===== config.mk =====
export PLATFORM = sky130hd
export DESIGN_NAME = demux_1x8
export DESIGN_NICKNAME = d
export VERILOG_FILES = /design/src/rtl/demux_1x8.sv
export SDC_FILE = /design/constraint.sdc
export NUM_CORES = 1
export LEC_CHECK = 0
export BUFFER_PORTS_ARGS = -buffer_cell sky130_fd_sc_hd__clkbuf_2
export CAP_MARGIN = 20
export CORE_AREA = 8 8 45 47
export CTS_CLUSTER_DIAMETER = 120
export DETAILED_ROUTE_END_ITERATION = 12
export DIE_AREA = 0 0 53 55
export PLACE_DENSITY_LB_ADDON = 0.12
export SLEW_MARGIN = 20
export SYNTH_ARGS = -nofsm -noshare
export SYNTH_HDL_FRONTEND = slang
export SYNTH_SLANG_ARGS = --single-unit

===== constraint.sdc =====
create_clock -name clk -period 0.8 [get_ports clk]
set_input_delay 0.08 -clock clk [delete_from_list [all_inputs] [get_ports clk]]
set_output_delay 0.08 -clock clk [all_outputs]
set_load 0.1 [all_outputs]

===== src/rtl/demux_1x8.sv =====
// Registered 1-to-8 demultiplexer built as a three-level tree of 1-to-2 cells.
// PIPE=0 registers only the leaves; PIPE=1 adds a register after every tree level.
module demux_1x8 #(
    parameter int DATA_W = 1,
    parameter int PIPE   = 0
) (
    input  logic              clk,
    input  logic              rst_n,
    input  logic              en,
    input  logic [2:0]        sel,
    input  logic [DATA_W-1:0] i,
    output logic [DATA_W-1:0] y0,
    output logic [DATA_W-1:0] y1,
    output logic [DATA_W-1:0] y2,
    output logic [DATA_W-1:0] y3,
    output logic [DATA_W-1:0] y4,
    output logic [DATA_W-1:0] y5,
    output logic [DATA_W-1:0] y6,
    output logic [DATA_W-1:0] y7,
    output logic [7:0]        route_oh
);

    // Each tree lane carries {valid, data}; valid is en routed like the data,
    // so at the leaves it becomes route_oh bit-for-bit.
    localparam int CW = DATA_W + 1;

    logic [CW-1:0]       root;
    logic [1:0][CW-1:0]  l1_c;
    logic [1:0][CW-1:0]  s1_d;
    logic [1:0]          s1_sel;
    logic [3:0][CW-1:0]  l2_c;
    logic [3:0][CW-1:0]  s2_d;
    logic                s2_sel;
    logic [7:0][CW-1:0]  leaf_c;
    logic [7:0][CW-1:0]  leaf_q;

    // One leg of a 1-to-2 cell: leg b passes d only when s equals b.
    function automatic logic [CW-1:0] cell_leg(input logic s, input logic [CW-1:0] d,
                                               input logic b);
        return (s == b) ? d : '0;
    endfunction

    always_comb begin
        root    = {en, (en ? i : '0)};
        l1_c[0] = cell_leg(sel[2], root, 1'b0);
        l1_c[1] = cell_leg(sel[2], root, 1'b1);
    end

    always_comb begin
        l2_c = '0;
        for (int k = 0; k < 2; k++) begin
            l2_c[2*k]   = cell_leg(s1_sel[1], s1_d[k], 1'b0);
            l2_c[2*k+1] = cell_leg(s1_sel[1], s1_d[k], 1'b1);
        end
    end

    always_comb begin
        leaf_c = '0;
        for (int k = 0; k < 4; k++) begin
            leaf_c[2*k]   = cell_leg(s2_sel, s2_d[k], 1'b0);
            leaf_c[2*k+1] = cell_leg(s2_sel, s2_d[k], 1'b1);
        end
    end

    generate
        if (PIPE != 0) begin : g_pipe
            // Unconsumed select bits ride along with the partial data.
            always_ff @(posedge clk or negedge rst_n) begin
                if (!rst_n) begin
                    s1_d   <= '0;
                    s1_sel <= '0;
                    s2_d   <= '0;
                    s2_sel <= 1'b0;
                end else begin
                    s1_d   <= l1_c;
                    s1_sel <= sel[1:0];
                    s2_d   <= l2_c;
                    s2_sel <= s1_sel[0];
                end
            end
        end else begin : g_flat
            assign s1_d   = l1_c;
            assign s1_sel = sel[1:0];
            assign s2_d   = l2_c;
            assign s2_sel = s1_sel[0];
        end
    endgenerate

    always_ff @(posedge clk or negedge rst_n) begin
        if (!rst_n) begin
            leaf_q <= '0;
        end else begin
            leaf_q <= leaf_c;
        end
    end

    assign y0 = leaf_q[0][DATA_W-1:0];
    assign y1 = leaf_q[1][DATA_W-1:0];
    assign y2 = leaf_q[2][DATA_W-1:0];
    assign y3 = leaf_q[3][DATA_W-1:0];
    assign y4 = leaf_q[4][DATA_W-1:0];
    assign y5 = leaf_q[5][DATA_W-1:0];
    assign y6 = leaf_q[6][DATA_W-1:0];
    assign y7 = leaf_q[7][DATA_W-1:0];

    always_comb begin
        route_oh = '0;
        for (int k = 0; k < 8; k++) begin
            route_oh[k] = leaf_q[k][CW-1];
        end
    end

endmodule


==> metrics.txt, run 1 <==
status=finished with violations; violated checks=negative setup slack; Max Cap Violations=0; Iteration-0 DRC Markers=4; crit-path leading delay family=flip-flops; DRT met1 WL=just under 400 um; worst min-delay path class=in -> reg; DR vias/cell=4.51; routed len/inst=12.5 um; die width=53 um; Ys Warns=0; CTS max path bufs=2; Cell Pwr Density=1630 nW/um^2; Total Power=about 1.5 mW; largest net degree at the start of global routing=17; Port Buffers=22; TritonCTS clock tree=done; Max Fclk=1060 MHz; commonest cells after routing, fill and taps aside=buf_12, dfrtp_2, nor2_1; CP Max Fanout=1; DR DRC count=0; H-tree levels=1; Final ANT Viol Nets=0; syn nets=46; CP endpoint=y6; Core Region=1380 um^2; Starting Density=36.4%; global-route wire length before repair=1660 um; max_slew headroom=75.9%; share of layout cells above drive strength 1=63.1%; startpoint types=register; Die H=55 um; Antenna diodes=0; min cycle time layout=0.948 ns; setup violators final=16; Final Wtd Congestion=approximately 0.77; WP data required=0.72 ns; Leak=0.403 nW; CTS sink count=16; flops & latches, synth=16; # IOs=23; Rows=14; initial antenna violation count=0; top layer in use=met4; nets@finish=74; die area=2920 um^2; WP data arrival=0.87 ns; hold_sp=sel[1]; post-cts resize count=0; Syn Inst Count=39; Cell variety after synth=7; Critical path buffers and inverters=1; Hold Fails Final Rpt=0; total global-route track usage=about 8%; critical path launch point=y6; Worst-Margin Slew=0.362 ns; Cell Area, Synth=504 um^2; Slowest-stage cell, CP=dfrtp_2; Largest stage delay, worst path=0.42 ns; root buffer cell=clkbuf_4; final WL=1020 um; Crit Path Class=reg -> out; CP Depth=1; Pins Over Slew Limit=0; vias in the first global route=just under 400; crit path capture type=primary output; worst-path cell chain=buf_12; met2 routed WL=508 um; Mean Syn Cell Area=12.9 um^2; unrepaired setup endpoints after global routing=yes; Reg clk slew, reported paths=0.08 ns; GRT Residual Overflow=0; period utilization=118%; highest ir drop seen on vdd=1110 uV; Area Overhead vs Synth=83.9%; sequential-to-total area share from yosys stat=79.4%; first-pass detailed-route iteration total=2; TritonCTS buffer count=3; Core Util, Final=roughly 67%; vias post-DR=365; met3 wire len=just over 90 um; Post-CTS Setup Bufs=0; fin worst setup slack=-0.148 ns; HPWL after DPL=858 um
[per-stage QoR]
stage	setup TNS (ns)	instance area [um^2]	setup slack, ns	cells	hold slack (ns)
after global placement	0	895	0.154	77	0.00717
after detailed placement	0	895	0.149	77	0.00822
final	-2.28	927	-0.148	81	0.0495
after global routing	-2.81	927	-0.187	81	0.0513
after CTS	-2.31	927	-0.152	81	0.0490
after floorplan	0	524	0.0743	39	-0.216
[state kept, by name, summed over array words and instances (netlist names)]
name	flops
route_oh	8
y0	1
y1	1
y2	1
y3	1
y4	1
y5	1
y6	1
y7	1
[final cells by class]
cell class | count | area [um^2]
tap | 16 | 20.0
multi-input combinational | 23 | 104
fill | 102 | 457
clock buffer | 3 | 22.5
sequential | 16 | 420
timing repair buffer | 23 | 360
[worst min path at each step]
stage | to | slack (ns) | cells after the start
floorplan | route_oh[0] | -0.22 | 0
global placement | route_oh[5] | 0.007 | 1
detailed placement | y4 | 0.008 | 1
CTS | y1 | 0.05 | 2
global route | y0 | 0.05 | 2
finish | y1 | 0.05 | 2
[where the power goes]
group          switching (mW)  total (mW)  leakage [nW]  internal (mW)
clock network           0.220       0.394        0.0138          0.175
logic                   0.185       0.275         0.195         0.0898
registers              0.0137       0.841         0.195          0.827
total                   0.418        1.51         0.403           1.09
[kinds of logic after synthesis]
family	Yosys count	synth area share [%]
flip-flops	16	79.4
AND/OR/NAND/NOR	23	20.6
[per-layer routing]
metal	GRT usage, %	vias up
met3	2.67	3
met1	8.65	169
li1	-	177
met5	0	-
met4	6.47	0
met2	12.7	16
[Yosys cell counts]
cell / count / area share (%)
nand3_1: 1 / 0.99
nor3_1: 4 / 4.0
dfrtp_1: 16 / 79
nor2_1: 12 / 8.9
nand2b_1: 3 / 3.7
nand3b_1: 1 / 1.5
nand2_1: 2 / 1.5
[repair_timing]
action,4_1_cts,5_1_grt
endpoints found under the setup margin,16,16
endpoints found under the hold margin,16,0
hold buffers,1,0
No activity file was read; power rests on OpenSTA's default activity.
==> run 2: changes to the inputs <==
--- a/config.mk
+++ b/config.mk
@@ -7,10 +7,10 @@
 export LEC_CHECK = 0
 export BUFFER_PORTS_ARGS = -buffer_cell sky130_fd_sc_hd__clkbuf_2
 export CAP_MARGIN = 20
-export CORE_AREA = 8 8 45 47
+export CORE_AREA = 2 2 39 41
 export CTS_CLUSTER_DIAMETER = 120
 export DETAILED_ROUTE_END_ITERATION = 12
-export DIE_AREA = 0 0 53 55
+export DIE_AREA = 0 0 41 43
 export PLACE_DENSITY_LB_ADDON = 0.12
 export SLEW_MARGIN = 20
 export SYNTH_ARGS = -nofsm -noshare
==> metrics.txt, run 2 (synthesis gave the netlist of run 1 again) <==
status=finished with violations; violated checks=negative setup slack; TritonCTS buffer count=3 (unchanged); Port Buffers=22 (unchanged); WP data arrival=0.88 ns (about the same); Hold WS=0.0414 ns (-0.00812 ns); footprint of the multi-input gates=104 um^2 (unchanged); Final Wtd Congestion=0.741 (-3.3%); setup TNS=-2.43 ns (-0.145 ns); total global-route track usage=15.0% (+7.0 points); # IOs=23 (unchanged); root buffer cell=clkbuf_4; Largest stage delay, worst path=0.43 ns (about the same); first-pass detailed-route iteration total=4 (+2); routed len/inst=12.2 um (-2.4%); Max Fclk=1040 MHz (-1.8%); Reg clk slew, reported paths=0.09 ns (about the same); Core Region=1380 um^2 (unchanged); Core Util, Final=67.0% (unchanged); unrepaired setup endpoints after global routing=yes; Post-CTS Setup Bufs=0 (unchanged); Worst-Margin Slew=0.380 ns (+0.0183 ns); Iteration-0 DRC Markers=8 (+4); WP data required=0.72 ns (about the same); period utilization=121% (+2.1 points); DR DRC count=0 (unchanged); Max Cap Violations=0 (unchanged); Starting Density=36.4% (unchanged); Crit Path Class=reg -> out; H-tree levels=1 (unchanged); FF/Latch Area=420 um^2 (unchanged); crit-path leading delay family=flip-flops; nets@finish=74 (unchanged); share of layout cells above drive strength 1=63.1% (unchanged); HPWL after DPL=776 um (-9.6%); CTS max path bufs=2 (unchanged); final WL=992 um (-2.4%); GRT Residual Overflow=0 (unchanged); die width=41 um (-23%); global-route wire length before repair=1670 um (+0.42%); post-cts resize count=0 (unchanged); CTS sink count=16 (unchanged); startpoint types=register; Cell Count, Final, Fillers Out=81 (unchanged); fillers=102 (unchanged); Pins Over Slew Limit=0 (unchanged); setup violators final=16 (unchanged); max FFs per register=8 (unchanged); worst-path cell chain=buf_12; largest net degree at the start of global routing=17 (unchanged); CP Max Fanout=1 (unchanged); hold_sp=sel[1]; TritonCTS clock tree=done; min cycle time layout=0.965 ns (+0.0170 ns); Hold Fails Final Rpt=0 (unchanged); Leak=0.403 nW (unchanged); Area Overhead vs Synth=83.9% (unchanged); Slowest-stage cell, CP=dfrtp_2; die area=1760 um^2 (-40%); Die H=43 um (-22%); vias in the first global route=366 (-5.9%); worst min-delay path class=in -> reg; fin worst setup slack=-0.165 ns (-0.0170 ns); DR vias/cell=4.59 (+1.9%); highest ir drop seen on vdd=903 uV (-18%); Critical path buffers and inverters=1 (unchanged); Rows=14 (unchanged); commonest cells after routing, fill and taps aside=buf_12, dfrtp_2, nor2_1; initial antenna violation count=0 (unchanged); Final ANT Viol Nets=0 (unchanged); vias post-DR=372 (+1.9%); dpl cells=77 (unchanged); crit path capture type=primary output; max_slew headroom=74.7% (-1.2 points); hold path depth=2 (unchanged); Antenna diodes=0 (unchanged); Cell Pwr Density=1650 nW/um^2 (+1.4%); Hold EP=route_oh[1]
[run 2: cell counts in the layout (fill, tap and decap cells not counted)]
Identical to the previous run, type by type.
[run 2: per-stage QoR]
stage               setup WS (ns)  cell area, um^2  power, mW
floorplan                  0.0743              524       1.00
detailed placement          0.136              895       1.13
global placement            0.155              895       1.13
global route               -0.179              927       1.59
CTS                        -0.169              927       1.54
finish                     -0.165              927       1.53
[run 2: cell type report]
type / count / area share (%)
sequential: 16 / 45.3
timing repair buffer: 23 / 38.9
multi-input combinational: 23 / 11.2
clock buffer: 3 / 2.43
tap: 16 / 2.16
[run 2: metal layers]
metal / routed length [um] / track usage, %
met1: 395 / 20.4
met2: 521 / 20.9
met3: 51 / 3.14
met4: 23 / 10.0
met5: 0 / 0
[run 2: power breakdown]
part	switching, mW	internal (mW)	total (mW)	leakage, nW
sequential	0.0138	0.827	0.841	0.195
combinational	0.186	0.0898	0.275	0.195
clock	0.240	0.175	0.415	0.0138
[run 2: repair_timing]
action	4_1_cts	5_1_grt
endpoints found under the setup margin	16	16
hold endpoints to repair	16	0
gates cloned	0	0
hold buffers	1	0
[run 2: worst max path at each step]
stage / cells past startpoint / start / slack, ns / end
3_5_place_dp: 3 / en / 0.14 / y1
4_1_cts: 1 / y6 / -0.17 / y6
2_1_floorplan: 0 / route_oh[0] / 0.07 / route_oh[0]
6_report: 1 / y3 / -0.16 / y3
3_3_place_gp: 1 / y0 / 0.16 / y0
5_1_grt: 1 / y5 / -0.18 / y5
